$ cat config.mk
export PLATFORM = sky130hd
export DESIGN_NAME = wb_regfile_slave
export DESIGN_NICKNAME = d
export VERILOG_FILES = /design/src/rtl/wb_pkg.sv /design/src/rtl/wb_byte_en_reg.sv /design/src/rtl/wb_regfile_slave.sv
export SDC_FILE = /design/constraint.sdc
export NUM_CORES = 1
export LEC_CHECK = 0
export ABC_AREA = 1
export CAP_MARGIN = 20
export CORE_AREA = 2 2 250 252
export CTS_BUF_LIST = sky130_fd_sc_hd__clkbuf_16
export DETAILED_ROUTE_END_ITERATION = 6
export DIE_AREA = 0 0 252 254
export PLACE_DENSITY = 0.47
export REMOVE_ABC_BUFFERS = 1
export SKIP_CTS_REPAIR_TIMING = 1
export SLEW_MARGIN = 20
export SYNTH_ARGS = -nofsm -noshare
export SYNTH_HDL_FRONTEND = slang
export SYNTH_SLANG_ARGS = --single-unit
export TNS_END_PERCENT = 1
$ cat constraint.sdc
create_clock -name wb_clk -period 4.62 [get_ports wb_clk]
set_input_delay 0.924 -clock wb_clk [delete_from_list [all_inputs] [get_ports wb_clk]]
set_output_delay 0.924 -clock wb_clk [all_outputs]
set_load 0.1 [all_outputs]
$ cat src/rtl/wb_pkg.sv
`default_nettype none
// ============================================================================
// Module : wb_pkg
// Brief  : Shared Wishbone constants, slave FSM encoding and burst address
//          helper for the register-file slave.
// Rev    : 1.0  initial release
// ============================================================================
package wb_pkg;

    localparam logic [2:0] CTI_CLASSIC = 3'b000;
    localparam logic [2:0] CTI_INCR    = 3'b010;
    localparam logic [2:0] CTI_EOB     = 3'b111;

    localparam logic [1:0] BTE_LINEAR  = 2'b00;
    localparam logic [1:0] BTE_WRAP4   = 2'b01;
    localparam logic [1:0] BTE_WRAP8   = 2'b10;
    localparam logic [1:0] BTE_WRAP16  = 2'b11;

    typedef enum logic [1:0] {
        ST_IDLE  = 2'd0,
        ST_RESP  = 2'd1,
        ST_BURST = 2'd2
    } wb_state_t;

    // Wrapping bursts only let the low address bits roll over inside the
    // aligned 4/8/16-beat block; the upper bits stay fixed.
    function automatic logic [63:0] next_burst_adr(input logic [63:0] adr,
                                                   input logic [1:0]  bte);
        logic [63:0] inc;
        inc = adr + 64'd4;
        case (bte)
            BTE_WRAP4:  return {adr[63:4], inc[3:0]};
            BTE_WRAP8:  return {adr[63:5], inc[4:0]};
            BTE_WRAP16: return {adr[63:6], inc[5:0]};
            default:    return inc;
        endcase
    endfunction

endpackage
`default_nettype wire

$ cat src/rtl/wb_byte_en_reg.sv
`default_nettype none
// ============================================================================
// Module : wb_byte_en_reg
// Brief  : One dw-bit register with per-byte write enables.
// Rev    : 1.0  initial release
// ============================================================================
module wb_byte_en_reg #(
    parameter int dw = 32
) (
    input  logic            clk,
    input  logic            rst,
    input  logic            wr_en,
    input  logic [dw/8-1:0] sel,
    input  logic [dw-1:0]   wdata,
    output logic [dw-1:0]   q
);

    always_ff @(posedge clk) begin
        if (rst) begin
            q <= '0;
        end else if (wr_en) begin
            for (int b = 0; b < dw/8; b++) begin
                if (sel[b]) begin
                    q[b*8 +: 8] <= wdata[b*8 +: 8];
                end
            end
        end
    end

endmodule
`default_nettype wire

$ cat src/rtl/wb_regfile_slave.sv
`default_nettype none
// ============================================================================
// Module : wb_regfile_slave
// Brief  : Wishbone B3 register-file slave with byte-lane writes, read-only
//          status registers, write strobes and error responses. Define
//          WB_REGFILE_BURST_EN to enable registered-feedback incrementing bursts.
// Rev    : 1.0  initial release
// ============================================================================
module wb_regfile_slave
    import wb_pkg::*;
#(
    parameter int                  dw       = 32,
    parameter int                  aw       = 32,
    parameter int                  NUM_REGS = 8,
    parameter logic [NUM_REGS-1:0] RO_MASK  = {NUM_REGS{1'b0}}
) (
    input  logic                   wb_clk,
    input  logic                   wb_rst,
    input  logic [aw-1:0]          wb_adr_i,
    input  logic [dw-1:0]          wb_dat_i,
    input  logic [dw/8-1:0]        wb_sel_i,
    input  logic                   wb_we_i,
    input  logic                   wb_cyc_i,
    input  logic                   wb_stb_i,
    input  logic [2:0]             wb_cti_i,
    input  logic [1:0]             wb_bte_i,
    output logic [dw-1:0]          wb_dat_o,
    output logic                   wb_ack_o,
    output logic                   wb_err_o,
    output logic                   wb_rty_o,
    output logic [NUM_REGS*dw-1:0] reg_q_o,
    input  logic [NUM_REGS*dw-1:0] hw_dat_i,
    output logic [NUM_REGS-1:0]    wr_pulse_o
);

    localparam int IDXW = $clog2(NUM_REGS);

    wb_state_t       r_state;
    logic [aw-1:0]   w_beat_adr;
    logic [IDXW-1:0] w_idx;
    logic            w_oor;
    logic            w_bad;
    logic            w_req;
    logic            w_commit;
    logic [dw-1:0]   w_word [NUM_REGS];
    logic            w_unused;

`ifdef WB_REGFILE_BURST_EN
    logic [aw-1:0]   r_adr;
    logic [aw-1:0]   w_adr_next;
    assign w_adr_next = aw'(next_burst_adr(64'(w_beat_adr), wb_bte_i));
`endif

    assign wb_rty_o = 1'b0;
    assign w_unused = ^{wb_cti_i, wb_bte_i, w_beat_adr[1:0], hw_dat_i};

    // Inside a burst the slave follows its own address counter.
    always_comb begin
        w_beat_adr = wb_adr_i;
`ifdef WB_REGFILE_BURST_EN
        if (r_state == ST_BURST) begin
            w_beat_adr = r_adr;
        end
`endif
        w_idx    = w_beat_adr[IDXW+1:2];
        w_oor    = |w_beat_adr[aw-1:IDXW+2];
        w_bad    = w_oor | (wb_we_i & RO_MASK[w_idx]);
        w_req    = wb_cyc_i & wb_stb_i & ((r_state == ST_IDLE) | (r_state == ST_BURST));
        w_commit = w_req & wb_we_i & ~w_bad & ~wb_rst;
    end

    for (genvar i = 0; i < NUM_REGS; i++) begin : g_reg
        if (RO_MASK[i]) begin : g_ro
            assign w_word[i]              = hw_dat_i[i*dw +: dw];
            assign reg_q_o[i*dw +: dw]    = '0;
        end else begin : g_rw
            wb_byte_en_reg #(
                .dw    (dw)
            ) u_reg (
                .clk   (wb_clk),
                .rst   (wb_rst),
                .wr_en (w_commit && (w_idx == IDXW'(i))),
                .sel   (wb_sel_i),
                .wdata (wb_dat_i),
                .q     (w_word[i])
            );
            assign reg_q_o[i*dw +: dw] = w_word[i];
        end
    end

    always_ff @(posedge wb_clk) begin
        if (wb_rst) begin
            r_state    <= ST_IDLE;
            wb_ack_o   <= 1'b0;
            wb_err_o   <= 1'b0;
            wb_dat_o   <= '0;
            wr_pulse_o <= '0;
`ifdef WB_REGFILE_BURST_EN
            r_adr      <= '0;
`endif
        end else begin
            wb_ack_o   <= 1'b0;
            wb_err_o   <= 1'b0;
            wr_pulse_o <= w_commit ? (NUM_REGS'(1) << w_idx) : '0;
            if (w_req) begin
                wb_ack_o <= ~w_bad;
                wb_err_o <= w_bad;
                if (!wb_we_i && !w_bad) begin
                    wb_dat_o <= w_word[w_idx];
                end
            end

            case (r_state)
                ST_IDLE: begin
                    if (wb_cyc_i && wb_stb_i) begin
                        r_state <= ST_RESP;
`ifdef WB_REGFILE_BURST_EN
                        if (!w_bad && wb_cti_i == CTI_INCR) begin
                            r_state <= ST_BURST;
                            r_adr   <= w_adr_next;
                        end
`endif
                    end
                end
                ST_RESP: begin
                    r_state <= ST_IDLE;
                end
`ifdef WB_REGFILE_BURST_EN
                // An EOB, a non-incrementing beat or an error ends the burst.
                ST_BURST: begin
                    if (!wb_cyc_i) begin
                        r_state <= ST_IDLE;
                    end else if (wb_stb_i) begin
                        if (!w_bad && wb_cti_i == CTI_INCR) begin
                            r_adr <= w_adr_next;
                        end else begin
                            r_state <= ST_RESP;
                        end
                    end
                end
`endif
                default: begin
                    r_state <= ST_IDLE;
                end
            endcase
        end
    end

endmodule
`default_nettype wire
# Word-level counts from Yosys, hierarchy flattened
# Memories as Yosys holds them, arrays and structs flattened.
# Index checks and enable logic that the tools add are counted.
[op_classes] eq_ne=7 muxes=4 shift=1 n_reduce_logical=51 bitwise_logic=13 magnitude_cmp=2
[ops] cell="32-bit binary-select mux with 3-bit select" n=1
[ops] cell="2-bit AND reduction" n=33
[ops] cell="32-bit two-way mux" n=2
[ops] cell="27-bit OR reduction" n=1
[ops] cell="3-bit == test, second input constant" n=4
[ops] cell="1-bit logical AND" n=10
[ops] cell="1-bit by 3-bit << shifter with 8-bit output, first input constant" n=1
[ops] cell="1-bit bitwise AND" n=6
[ops] cell="3-bit by 2-bit == test with 1-bit output, second input constant" n=2
[ops] cell="2-bit OR reduction" n=3
[ops] cell="1-bit inverter" n=5
[ops] cell="4-bit >= comparator, second input constant" n=1
[ops] cell="3-bit by 4-bit < comparator with 1-bit output, second input constant" n=1
[ops] cell="3-bit inverter with 4-bit output" n=1
[ops] cell="3-bit by 1-bit == test with 1-bit output, second input constant" n=1
[ops] cell="3-bit logical NOT" n=1
[ops] cell="1-bit logical NOT" n=2
[ops] cell="2-bit logical NOT" n=1
[ops] cell="1-bit two-way mux" n=1
[ops] cell="1-bit bitwise OR" n=1
[totals] memories=1 output_inout_bits=299 word_cells=116 romBits=8 register_bits=299 input_bits=334
[memory_table] name="(no name shown)" words=8 word_bits=1 read_ports=1 rd_ports_with_merged_regs=0 write_ports=0 line="wb_regfile_slave.sv:67" source="w_bad = w_oor | (wb_we_i & RO_MASK[w_idx]);"

# Depth between registers and ports, before layout
# Gate-level depths: netlist of the first run.
[depth] word_depth=9 mapped_depth=11 mapped_depth_nobuf=10

# Modules after synthesis
# Synthesis of the first run repeated with hierarchy kept, for this count alone.
[hier_totals] hier_cells=2413 area_unflattened_um2=14636.5
[modules_own_cells] mod="wb_byte_en_reg" instances=8 seq_area_each_um2=640.6 area_per_inst_um2=1310.0 cells_per_inst=204
[modules_own_cells] mod="wb_regfile_slave" instances=1 seq_area_each_um2=860.8 area_per_inst_um2=4156.5 cells_per_inst=781

# Least setup slack after synthesis of the first run
# OpenSTA, ideal clock, no wires.
[synth_timing] kind="input to register" start="input wb_rst" end="register g_reg[2].g_rw.u_reg.q[12]" stages=10 setup_time_ns=0.117 t_arrival_ns=2.155 t_required_ns=4.503 slack_ns=2.349 path_cell_list="clkbuf_1 -> inv_1 -> nand2_1 -> inv_2 -> nand3_2 -> nor2_1 -> buf_2 -> nand3_1 -> nand2_1 -> nor2_1"
[synth_between] elab_chain_cells=4
[synth_lines] element="from (decl)" line="wb_regfile_slave.sv:18" source="input logic wb_rst,"
[synth_lines] element="1-bit inverter" line="wb_regfile_slave.sv:69" source="w_commit = w_req & wb_we_i & ~w_bad & ~wb_rst;"
[synth_lines] element="1-bit bitwise AND" line="wb_regfile_slave.sv:69"
[synth_lines] element="1-bit logical AND" line="wb_regfile_slave.sv:82" source=".wr_en (w_commit && (w_idx == IDXW'(i))),"
[synth_lines] element="2-bit AND reduction (no line)"
[synth_lines] element="to (signal, indexed assignment)" line="wb_byte_en_reg.sv:24" source="q[b*8 +: 8] <= wdata[b*8 +: 8];"
[synth_lines] element="to (decl)" line="wb_byte_en_reg.sv:15" source="output logic [dw-1:0] q"
# Several ways; a longest one is shown, not always the timed one.
# A chain may end at the register's enable or synchronous reset.

# Worst setup path in the final report of the first run
[layout_timing] start="input wb_adr_i[7]" end="register g_reg[1].g_rw.u_reg.q[15]"
[layout_between] elab_chain_cells=7
[layout_lines] element="from (decl)" line="wb_regfile_slave.sv:19" source="input logic [aw-1:0] wb_adr_i,"
[layout_lines] element="27-bit OR reduction" line="wb_regfile_slave.sv:66" source="w_oor = |w_beat_adr[aw-1:IDXW+2];"
[layout_lines] element="1-bit bitwise OR" line="wb_regfile_slave.sv:67"
[layout_lines] element="1-bit inverter" line="wb_regfile_slave.sv:69"
[layout_lines] element="1-bit bitwise AND (2 in series)" line="wb_regfile_slave.sv:69"
[layout_lines] element="1-bit logical AND" line="wb_regfile_slave.sv:82"
[layout_lines] element="2-bit AND reduction (no line)"
[layout_lines] element="to (signal, indexed assignment)" line="wb_byte_en_reg.sv:24"
[layout_lines] element="to (decl)" line="wb_byte_en_reg.sv:15"
# No other way between the ends.

==> impl_metrics.toml, run 1 <==
[worst_setup_path]
cp_top_family = "simple AND/OR/NAND/NOR gates"
crit_path_start_kind = "primary input"
cpMostUsedCell = "nor2_1"
endpoint_kind = "register"
slowest_stage = "nor2_1"
worst-path-buf-inv = 2
path_class = "primary input to register"
cp_cell_sequence = "clkdlybuf4s50_1 > nor2_1 > nand2_1 > nor2_1 > nand2_1 > nor2_1 > buf_4 > nand4_1 > nor2_1 > nor2_1 > nor2_1"
crit_fanout = 11
required_ns = 5.11
crit_path_start = "wb_adr_i[7]"
cpPeakStageDelay_ns = 0.79
r2r-start = "r_state[0]$_SDFFE_PP0N_"
arrival_ns = 3.88

[synth]
synth_top_area_share = 0.447
synth_seq_cells = 299
avgSynthCellArea_sq_um = 6.34
synthTopCellsByArea = "dfxtp_1 (45%), nand2_1 (19%), nor2_1 (16%)"
ys_types = 16
synth_cells = 2110
synth_warnings = 0
netlist_area_sq_mm = 0.0134
synth_top_area_cell = "dfxtp_1"
synth.yosys.seq_area_share = 0.447

[clocking]
clk_latency_ns = 0.56
clk_path_buf_depth = 3
clockRootBuffer = "clkbuf_16"
cts.sinks = 299
cts-buffers-inserted = 39
cts.htree.levels = 2
cts.clk_slew.worst_paths_ns = 0.06
cts_tree = "built"

[die]
io_pins = 633
start_util = 0.218
fp-row-count = 91
dieWidth_microns = 252
die_area_sq_mm = 0.0640
core_area_sq_mm = 0.0613
die_h_microns = 254

[global_route]
grt_usage = 0.199
top_usage_layer = "met2"
use_met3 = 0.0576
met1_usage = 0.264
grtUsageMet2 = 0.312
grt_pass1_vias = 14300
grt_max_degree = 176
grt_pass1_wl_mm = 94.9
antenna_found_initial = 3
grt.overflow.total = 0

[power_and_ir_drop]
p_per_area_mw_per_mm2 = 305
total_switching_power_w = 0.00151
irDropWorstVdd_mv = 0.211
clkPwrFrac = 0.500
internal_power_w = 0.00436
switching_share = 0.257
power_leakage_nw = 7.43
combinationalPowerShare = 0.061
power_frac_seq = 0.440
power_w = 0.00587

[sta]
fin_crit_sh = 0.734
rsz0062_at_grt = "false"
fin_worst_skew_ns = 0.0260
tightestPinTransition_ns = 1.13
period_minus_slack_ns = 3.39
hold_viol_final = 0
max_slew_margin = 0.245
report.final.slew_viol_count = 0
fmax_ghz = 0.295
setup_viol_count_final = 0

[layout]
mostFrequentLayoutCell = "nand2_1"
layout.cells.non_filler = 3268
drive_gt1_frac = 0.0557
layout_common_cells = "nand2_1 (683), nor2_1 (570), clkdlybuf4s50_1 (359)"
fin_nets = 2783
area_delta_synth_final_pct = 44.0
diodes = 0
fill_cells = 6647

[min_path]
min_path_type = "register to register"
worstHoldStart = "wb_dat_o[21]$_SDFFE_PP0P_"

[placement]
place_congestion = 0.801
hpwl_mm = 42.5
dp.cells = 3198
io_buffers = 368

[route]
firstDrtPassIters = 5
finalWirelength_mm = 65.8
route.vias.total = 15100
ant_nets = 0
drc_errors = 0
avgRoutedWirePerCell_microns = 20.1
drt_iter0_drc = 1125
via_per_inst = 4.62

[outcome]
status = "complete, no violations"

[run]
maxCapViolCount = 0
## layer usage
| metal | wire length (microns) | share of wire |
|---|---|---|
| met3 | 5710 | 0.087 |
| met5 | 13 | 0.00020 |
| met4 | 1390 | 0.021 |
| met1 | 30000 | 0.46 |
| met2 | 28700 | 0.44 |
## power by group through the flow
stage               combinational (W)  sequential [W]  clock (W)
detailed placement           0.000352         0.00264          0
global placement             0.000350         0.00264          0
finish                       0.000355         0.00258    0.00293
global route                 0.000382         0.00258    0.00310
floorplan                    0.000180         0.00264          0
CTS                          0.000353         0.00258    0.00301
## synthesized netlist by cell type (all sizes together)
master	n
a21oi	32
buf	52
clkbuf	75
clkinv	1
conb	1
dfxtp	299
inv	54
nand2	683
nand3	258
nand4	72
nor2	581
nor3	2
## cell type report
| type | instances | area [sq um] | area share |
|---|---|---|---|
| multi-input cells | 1629 | 6750 | 0.350 |
| flip-flops and latches | 299 | 5990 | 0.311 |
| clock buffers | 40 | 1000 | 0.0519 |
| clock inverters | 30 | 204 | 0.0106 |
| well taps | 790 | 988 | 0.0513 |
| inverters | 55 | 214 | 0.0111 |
| repair buffers | 425 | 4120 | 0.214 |
## sequential cells by signal (all words and copies together), names as in the netlist
name / flops
wb_dat_o: 32
wb_ack_o: 1
wb_err_o: 1
g.g_rw.u_reg.q: 256
r_state: 1
wr_pulse_o: 8
## kinds of logic (layout without fill, tap and decap cells)
kind of cell | Yosys count | in the layout | share of synthesized area
AOI/OAI and AO/OA | 32 | 32 | 0.0120
buffers and inverters | 182 | 550 | 0.0544
DFF | 299 | 299 | 0.447
other | 1 | 1 | 0.000280
and+or+nand+nor | 1596 | 1596 | 0.486
## worst reg2reg max path: stages (launching register included)
cell and delay (ns):
dfxtp_1 0.30, nor2_1 0.17, nand2_1 0.17, inv_2 0.22
nand4_1 0.48, nor2_1 0.79, nor2_1 0.09, nor2_1 0.12
## metrics by stage
step / TNS [ns] / instance area, sq um / util / hold WS (ns) / worst slack (ns)
6_report: 0 / 19300 / 0.315 / 0.466 / 1.23
5_1_grt: 0 / 19300 / 0.315 / 0.479 / 1.02
4_1_cts: 0 / 19300 / 0.315 / 0.466 / 1.17
3_5_place_dp: 0 / 18100 / 0.295 / 0.457 / 0.595
3_3_place_gp: 0 / 18100 / 0.295 / 0.457 / 0.589
2_1_floorplan: -599.49 / 12900 / - / 0.532 / -2.27
## final timing paths
check / to / slack (ns) / cells after the start
max reg2reg: g_reg[1].g_rw.u_reg.q[15]$_SDFFE_PP0P_ / 2.20 / 7
min reg2reg: wb_dat_o[21]$_SDFFE_PP0P_ / 0.47 / 2
min: wb_dat_o[21]$_SDFFE_PP0P_ / 0.47 / 2
max: g_reg[1].g_rw.u_reg.q[15]$_SDFFE_PP0P_ / 1.23 / 11
Note: power is estimated with default switching activity, not from simulation.
==> run 2, diff against run 1 <==
==> constraint.sdc (replaced) <==
create_clock -name wb_clk -period 3.3 [get_ports wb_clk]
set_input_delay 0.66 -clock wb_clk [delete_from_list [all_inputs] [get_ports wb_clk]]
set_output_delay 0.66 -clock wb_clk [all_outputs]
set_load 0.1 [all_outputs]
==> run 2 against run 1 <==
Via count up 0.80%. Cell area down 1.4%. Die area did not move. Final cell count rose by 0.98%. Worst setup slack got worse by 0.56 ns. Combinational power is 44% higher. First-iteration DRC count increased by 8.7%. Wire length decreased by 1.8%. Critical path depth down 10. Sequential power grew 40%. Clock-buffer cell count up 1. Hold slack got worse by 0.0011 ns. Largest power group unchanged. Highest routed layer unchanged.
==> impl_metrics.toml, run 2 (synthesis results as in run 1) <==
[layout]
stdcell_area_sq_mm = 0.0190
area_delta_synth_final_pct = 42.0
largest_register_ffs = 256
layout.cells.non_filler = 3300
layout_common_cells = "nand2_1 (683), nor2_1 (570), buf_4 (366)"
drive_gt1_frac = 0.182
regMostFlops = "g.g_rw.u_reg.q"
mostFrequentLayoutCell = "nand2_1"
diodes = 0
reg_top3 = "g.g_rw.u_reg.q (256), wb_dat_o (32), wr_pulse_o (8)"
fin_nets = 2815
final_util = 0.310

[worst_setup_path]
regToRegSetupSlack_ns = 1.46
crit_fanout = 1
required_ns = 2.64
worst_r2r_path_depth = 10
arrival_ns = 1.98
r2r-end = "g_reg[3].g_rw.u_reg.q[2]$_SDFFE_PP0P_"
cp.depth = 1
cp_top_family = "buffers and inverters"
endpoint = "wr_pulse_o[0]"
endpoint_kind = "output pin"
crit_path_start_kind = "register"
crit_path_start = "wr_pulse_o[0]$_SDFF_PP0_"
cp_cell_sequence = "clkdlybuf4s50_1"
worst-path-buf-inv = 1
slowest_stage = "clkdlybuf4s50_1"
path_class = "register to output pin"
r2r-start = "r_state[0]$_SDFFE_PP0N_"
cpPeakStageDelay_ns = 1.13

[clocking]
cts.htree.levels = 2
cts.clk_slew.worst_paths_ns = 0.06
clk_path_buf_depth = 3
cts-buffers-inserted = 38
cts_tree = "built"
clk_latency_ns = 0.55
cts.sinks = 299
clockRootBuffer = "clkbuf_16"

[route]
finalWirelength_mm = 64.6
met1_length_mm = 28.6
via_per_inst = 4.61
route.vias.total = 15200
avgRoutedWirePerCell_microns = 19.6
firstDrtPassIters = 5
ant_nets = 0
drt_iter0_drc = 1223
drc_errors = 0
wl_met3_mm = 6.18
met2_length_mm = 28.3
maxUsedRoutingLayer = "met5"

[placement]
io_buffers = 368
hpwl_mm = 44.1
dp.cells = 3231
placed_cell_area_sq_mm = 0.0178
place_congestion = 0.811

[global_route]
grt.overflow.total = 0
grt_max_degree = 184
antenna_found_initial = 3
grt_pass1_wl_mm = 92.7
grt_pass1_vias = 14100
grt_usage = 0.194

[die]
io_pins = 633
fp-row-count = 91
start_util = 0.218
die_area_sq_mm = 0.0640
die_h_microns = 254
dieWidth_microns = 252
core_area_sq_mm = 0.0613

[sta]
tightestPinTransition_ns = 1.11
timing.setup.tns_ns = 0
fin_crit_sh = 0.799
period_minus_slack_ns = 2.64
max_slew_margin = 0.259
report.final.slew_viol_count = 0
rsz0062_at_grt = "false"
fin_worst_skew_ns = 0.0173
fmax_ghz = 0.379
setup_viol_count_final = 0
hold_viol_final = 0

[run]
maxCapViolCount = 0

[power_and_ir_drop]
p_per_area_mw_per_mm2 = 434
irDropWorstVdd_mv = 0.253
power_leakage_nw = 8.25
power_w = 0.00825

[outcome]
status = "complete, no violations"

[min_path]
min_path_type = "register to register"
## run 2: cell count changes in the layout (fill, tap and decap cells not counted), moves of 2 or more
| cell | before | now |
|---|---|---|
| buf_12 | 4 | 21 |
| clkinv_1 | 5 | 13 |
| buf_4 | 56 | 366 |
| clkinv_2 | 7 | 3 |
| inv_1 | 61 | 59 |
| clkdlybuf4s50_1 | 359 | 65 |
| clkinvlp_4 | 2 | 0 |
## run 2: cell type report
type	count	area, sq um
multi-input cells	1629	6750
inverters	55	214
clock inverters	28	188
flip-flops and latches	299	5990
well taps	790	988
repair buffers	458	3850
fillers	6723	42300
clock buffers	41	1030
## run 2: worst min-delay path by stage
stage	from	end	slack, ns	cells past startpoint
finish	wb_dat_o[21]$_SDFFE_PP0P_	wb_dat_o[21]$_SDFFE_PP0P_	0.46	2
global route	wb_rst	g_reg[1].g_rw.u_reg.q[6]$_SDFFE_PP0P_	0.48	4
CTS	wb_rst	g_reg[1].g_rw.u_reg.q[6]$_SDFFE_PP0P_	0.44	4
detailed placement	wb_dat_o[21]$_SDFFE_PP0P_	wb_dat_o[21]$_SDFFE_PP0P_	0.46	2
global placement	wb_dat_o[14]$_SDFFE_PP0P_	wb_dat_o[14]$_SDFFE_PP0P_	0.46	2
floorplan	r_state[0]$_SDFFE_PP0N_	wb_err_o$_SDFF_PP0_	0.53	3
## run 2: metrics by stage
step                      worst slack [ns]  hold WS (ns)
final                                0.665         0.465
after global routing                 0.616         0.477
after CTS                            0.636         0.440
after global placement               0.242         0.456
after detailed placement             0.219         0.458
after floorplan                      -3.32         0.532
## run 2: report_power, final
group | total [W] | internal, W | switching [W] | leakage [nW]
clock network | 0.00413 | 0.00245 | 0.00167 | 0.628
logic | 0.000510 | 0.000147 | 0.000362 | 5.22
registers | 0.00361 | 0.00361 | 0.000000254 | 2.41
## run 2: metal layers
metal | GRT usage | up-vias
met5 | 0 | -
met4 | 0.0563 | 2
met3 | 0.0559 | 108
met2 | 0.301 | 719
met1 | 0.260 | 6988
li1 | - | 7406
==> run 3, diff against run 2 <==
==> constraint.sdc (replaced) <==
create_clock -name wb_clk -period 2.75 [get_ports wb_clk]
set_input_delay 0.55 -clock wb_clk [delete_from_list [all_inputs] [get_ports wb_clk]]
set_output_delay 0.55 -clock wb_clk [all_outputs]
set_load 0.1 [all_outputs]
==> run 3 against run 2 <==
Via count decreased by 0.20%. Cell area decreased by 0.13%. Sequential share of layout area about the same. First-iteration DRC count decreased by 1.4%. Wire length decreased by 0.91%. Final cell count increased by 0.24%. Flip-flop and latch count unchanged. Highest routed layer unchanged.
==> impl_metrics.toml, run 3 (synthesis results as in run 1) <==
[outcome]
status = "complete, no violations"

[power_and_ir_drop]
irDropWorstVdd_mv = 0.334
total_switching_power_w = 0.00235
power_leakage_nw = 8.26
power_frac_seq = 0.461
switching_share = 0.250
internal_power_w = 0.00704
combinationalPowerShare = 0.066
clkPwrFrac = 0.473
p_per_area_mw_per_mm2 = 495

[worst_setup_path]
crit_path_start_kind = "primary input"
cpPeakStageDelay_ns = 0.40
required_ns = 3.24
crit_fanout = 8
slowest_stage = "clkdlybuf4s50_1"
arrival_ns = 2.89
endpoint_kind = "register"
cpMostUsedCell = "nor2_1"
cp_top_family = "buffers and inverters"
worst-path-buf-inv = 6
cp_cell_sequence = "clkdlybuf4s50_1 > nor2_1 > nand2_1 > nor2_1 > buf_4 > nand2_1 > nor2_1 > buf_4 > buf_4 > nand4_1 > buf_4 > nor2_1 > buf_4 > nor2_1 > nor2_1"
path_class = "primary input to register"

[min_path]
min_path_type = "primary input to register"

[clocking]
clk_latency_ns = 0.56
clockRootBuffer = "clkbuf_16"
cts.clk_slew.worst_paths_ns = 0.06
cts.htree.levels = 2
cts_tree = "built"
cts.sinks = 299
clk_path_buf_depth = 3
cts-buffers-inserted = 38

[sta]
fin_crit_sh = 0.870
fin_worst_skew_ns = 0.0179
tightestPinTransition_ns = 1.06
report.final.slew_viol_count = 0
fin_ws_ns = 0.357
max_slew_margin = 0.294
period_minus_slack_ns = 2.39
setup_viol_count_final = 0
timing.setup.tns_ns = 0
rsz0062_at_grt = "false"
whs_ns = 0.344
fmax_ghz = 0.418
hold_viol_final = 0

[layout]
area_delta_synth_final_pct = 41.8
fill_cells = 6660
layout_common_cells = "nand2_1 (683), nor2_1 (570), buf_4 (388)"
largest_register_ffs = 256
mostFrequentLayoutCell = "nand2_1"
diodes = 0
regMostFlops = "g.g_rw.u_reg.q"
reg_top3 = "g.g_rw.u_reg.q (256), wb_dat_o (32), wr_pulse_o (8)"
drive_gt1_frac = 0.188
fin_nets = 2835

[global_route]
top_usage_layer = "met2"
use_met3 = 0.0502
grtUsageMet2 = 0.308
antenna_found_initial = 3
grt.overflow.total = 0
grt_usage = 0.193
grt_pass1_vias = 14200
grt_pass1_wl_mm = 92.9
grt_max_degree = 185
met1_usage = 0.259

[placement]
dp_slack_ns = -0.263
io_buffers = 368
place_congestion = 0.822
hpwl_mm = 44.5

[route]
firstDrtPassIters = 5
finalWirelength_mm = 64.0
drc_errors = 0
via_per_inst = 4.59
ant_nets = 0
avgRoutedWirePerCell_microns = 19.4
route.vias.total = 15200
drt_iter0_drc = 1206

[die]
start_util = 0.218
die_area_sq_mm = 0.0640
dieWidth_microns = 252
io_pins = 633
fp-row-count = 91
die_h_microns = 254
core_area_sq_mm = 0.0613

[run]
maxCapViolCount = 0
run 3: changes by cell type in the layout (fill, tap and decap cells not counted):
| cell | delta |
|---|---|
| buf_4 | +22 |
| clkinv_1 | -5 |
| bufinv_16 | -3 |
| clkbuf_16 | -2 |
| clkinv_2 | -2 |
| inv_1 | -2 |
| buf_12 | -1 |
| clkdlybuf4s50_1 | -1 |
| clkinvlp_4 | +1 |
| inv_6 | +1 |
run 3: metrics by stage:
| stage | power, W | cell area (sq um) | util | cells |
|---|---|---|---|---|
| 6_report | 0.00939 | 19000 | 0.310 | 3308 |
| 5_1_grt | 0.00970 | 19000 | 0.310 | 3308 |
| 4_1_cts | 0.00950 | 19000 | 0.310 | 3308 |
| 3_5_place_dp | 0.00504 | 17900 | 0.293 | 3251 |
| 3_3_place_gp | 0.00504 | 17900 | 0.293 | 3251 |
| 2_1_floorplan | 0.00474 | 12900 | - | 1983 |
run 3: tightest hold or removal path, delay by kind of cell:
kind,cells,cell delay [ns]
buffers and inverters,2,0.21
AND/OR/NAND/NOR,2,0.09
run 3: cell type report:
class | count | area, sq um | area share
sequential | 299 | 5990 | 0.315
clock buffer | 39 | 976 | 0.0514
multi-input combinational | 1629 | 6750 | 0.356
inverter | 55 | 214 | 0.0113
clock inverter | 18 | 77.6 | 0.00409
timing repair buffer | 478 | 3980 | 0.210
tap | 790 | 988 | 0.0521
run 3: power by group through the flow:
stage / logic [W] / clock network (W) / registers [W]
after floorplan: 0.000303 / 0 / 0.00443
after global placement: 0.000609 / 0 / 0.00443
after detailed placement: 0.000612 / 0 / 0.00443
after CTS: 0.000613 / 0.00455 / 0.00433
after global routing: 0.000664 / 0.00470 / 0.00433
final: 0.000616 / 0.00444 / 0.00433
run 3: routing by layer:
layer	part of all wire	routed length (microns)
met4	0.019	1230
met3	0.089	5730
met5	0.00025	16
met2	0.44	28100
met1	0.45	28900
run 3: worst paths after layout:
check,start,to,slack (ns),cells past startpoint
max,wb_adr_i[9],g_reg[4].g_rw.u_reg.q[19]$_SDFFE_PP0P_,0.36,15
min,wb_rst,g_reg[1].g_rw.u_reg.q[4]$_SDFFE_PP0P_,0.34,4
max reg2reg,r_state[0]$_SDFFE_PP0N_,g_reg[4].g_rw.u_reg.q[19]$_SDFFE_PP0P_,0.93,10
min reg2reg,wb_dat_o[21]$_SDFFE_PP0P_,wb_dat_o[21]$_SDFFE_PP0P_,0.46,2
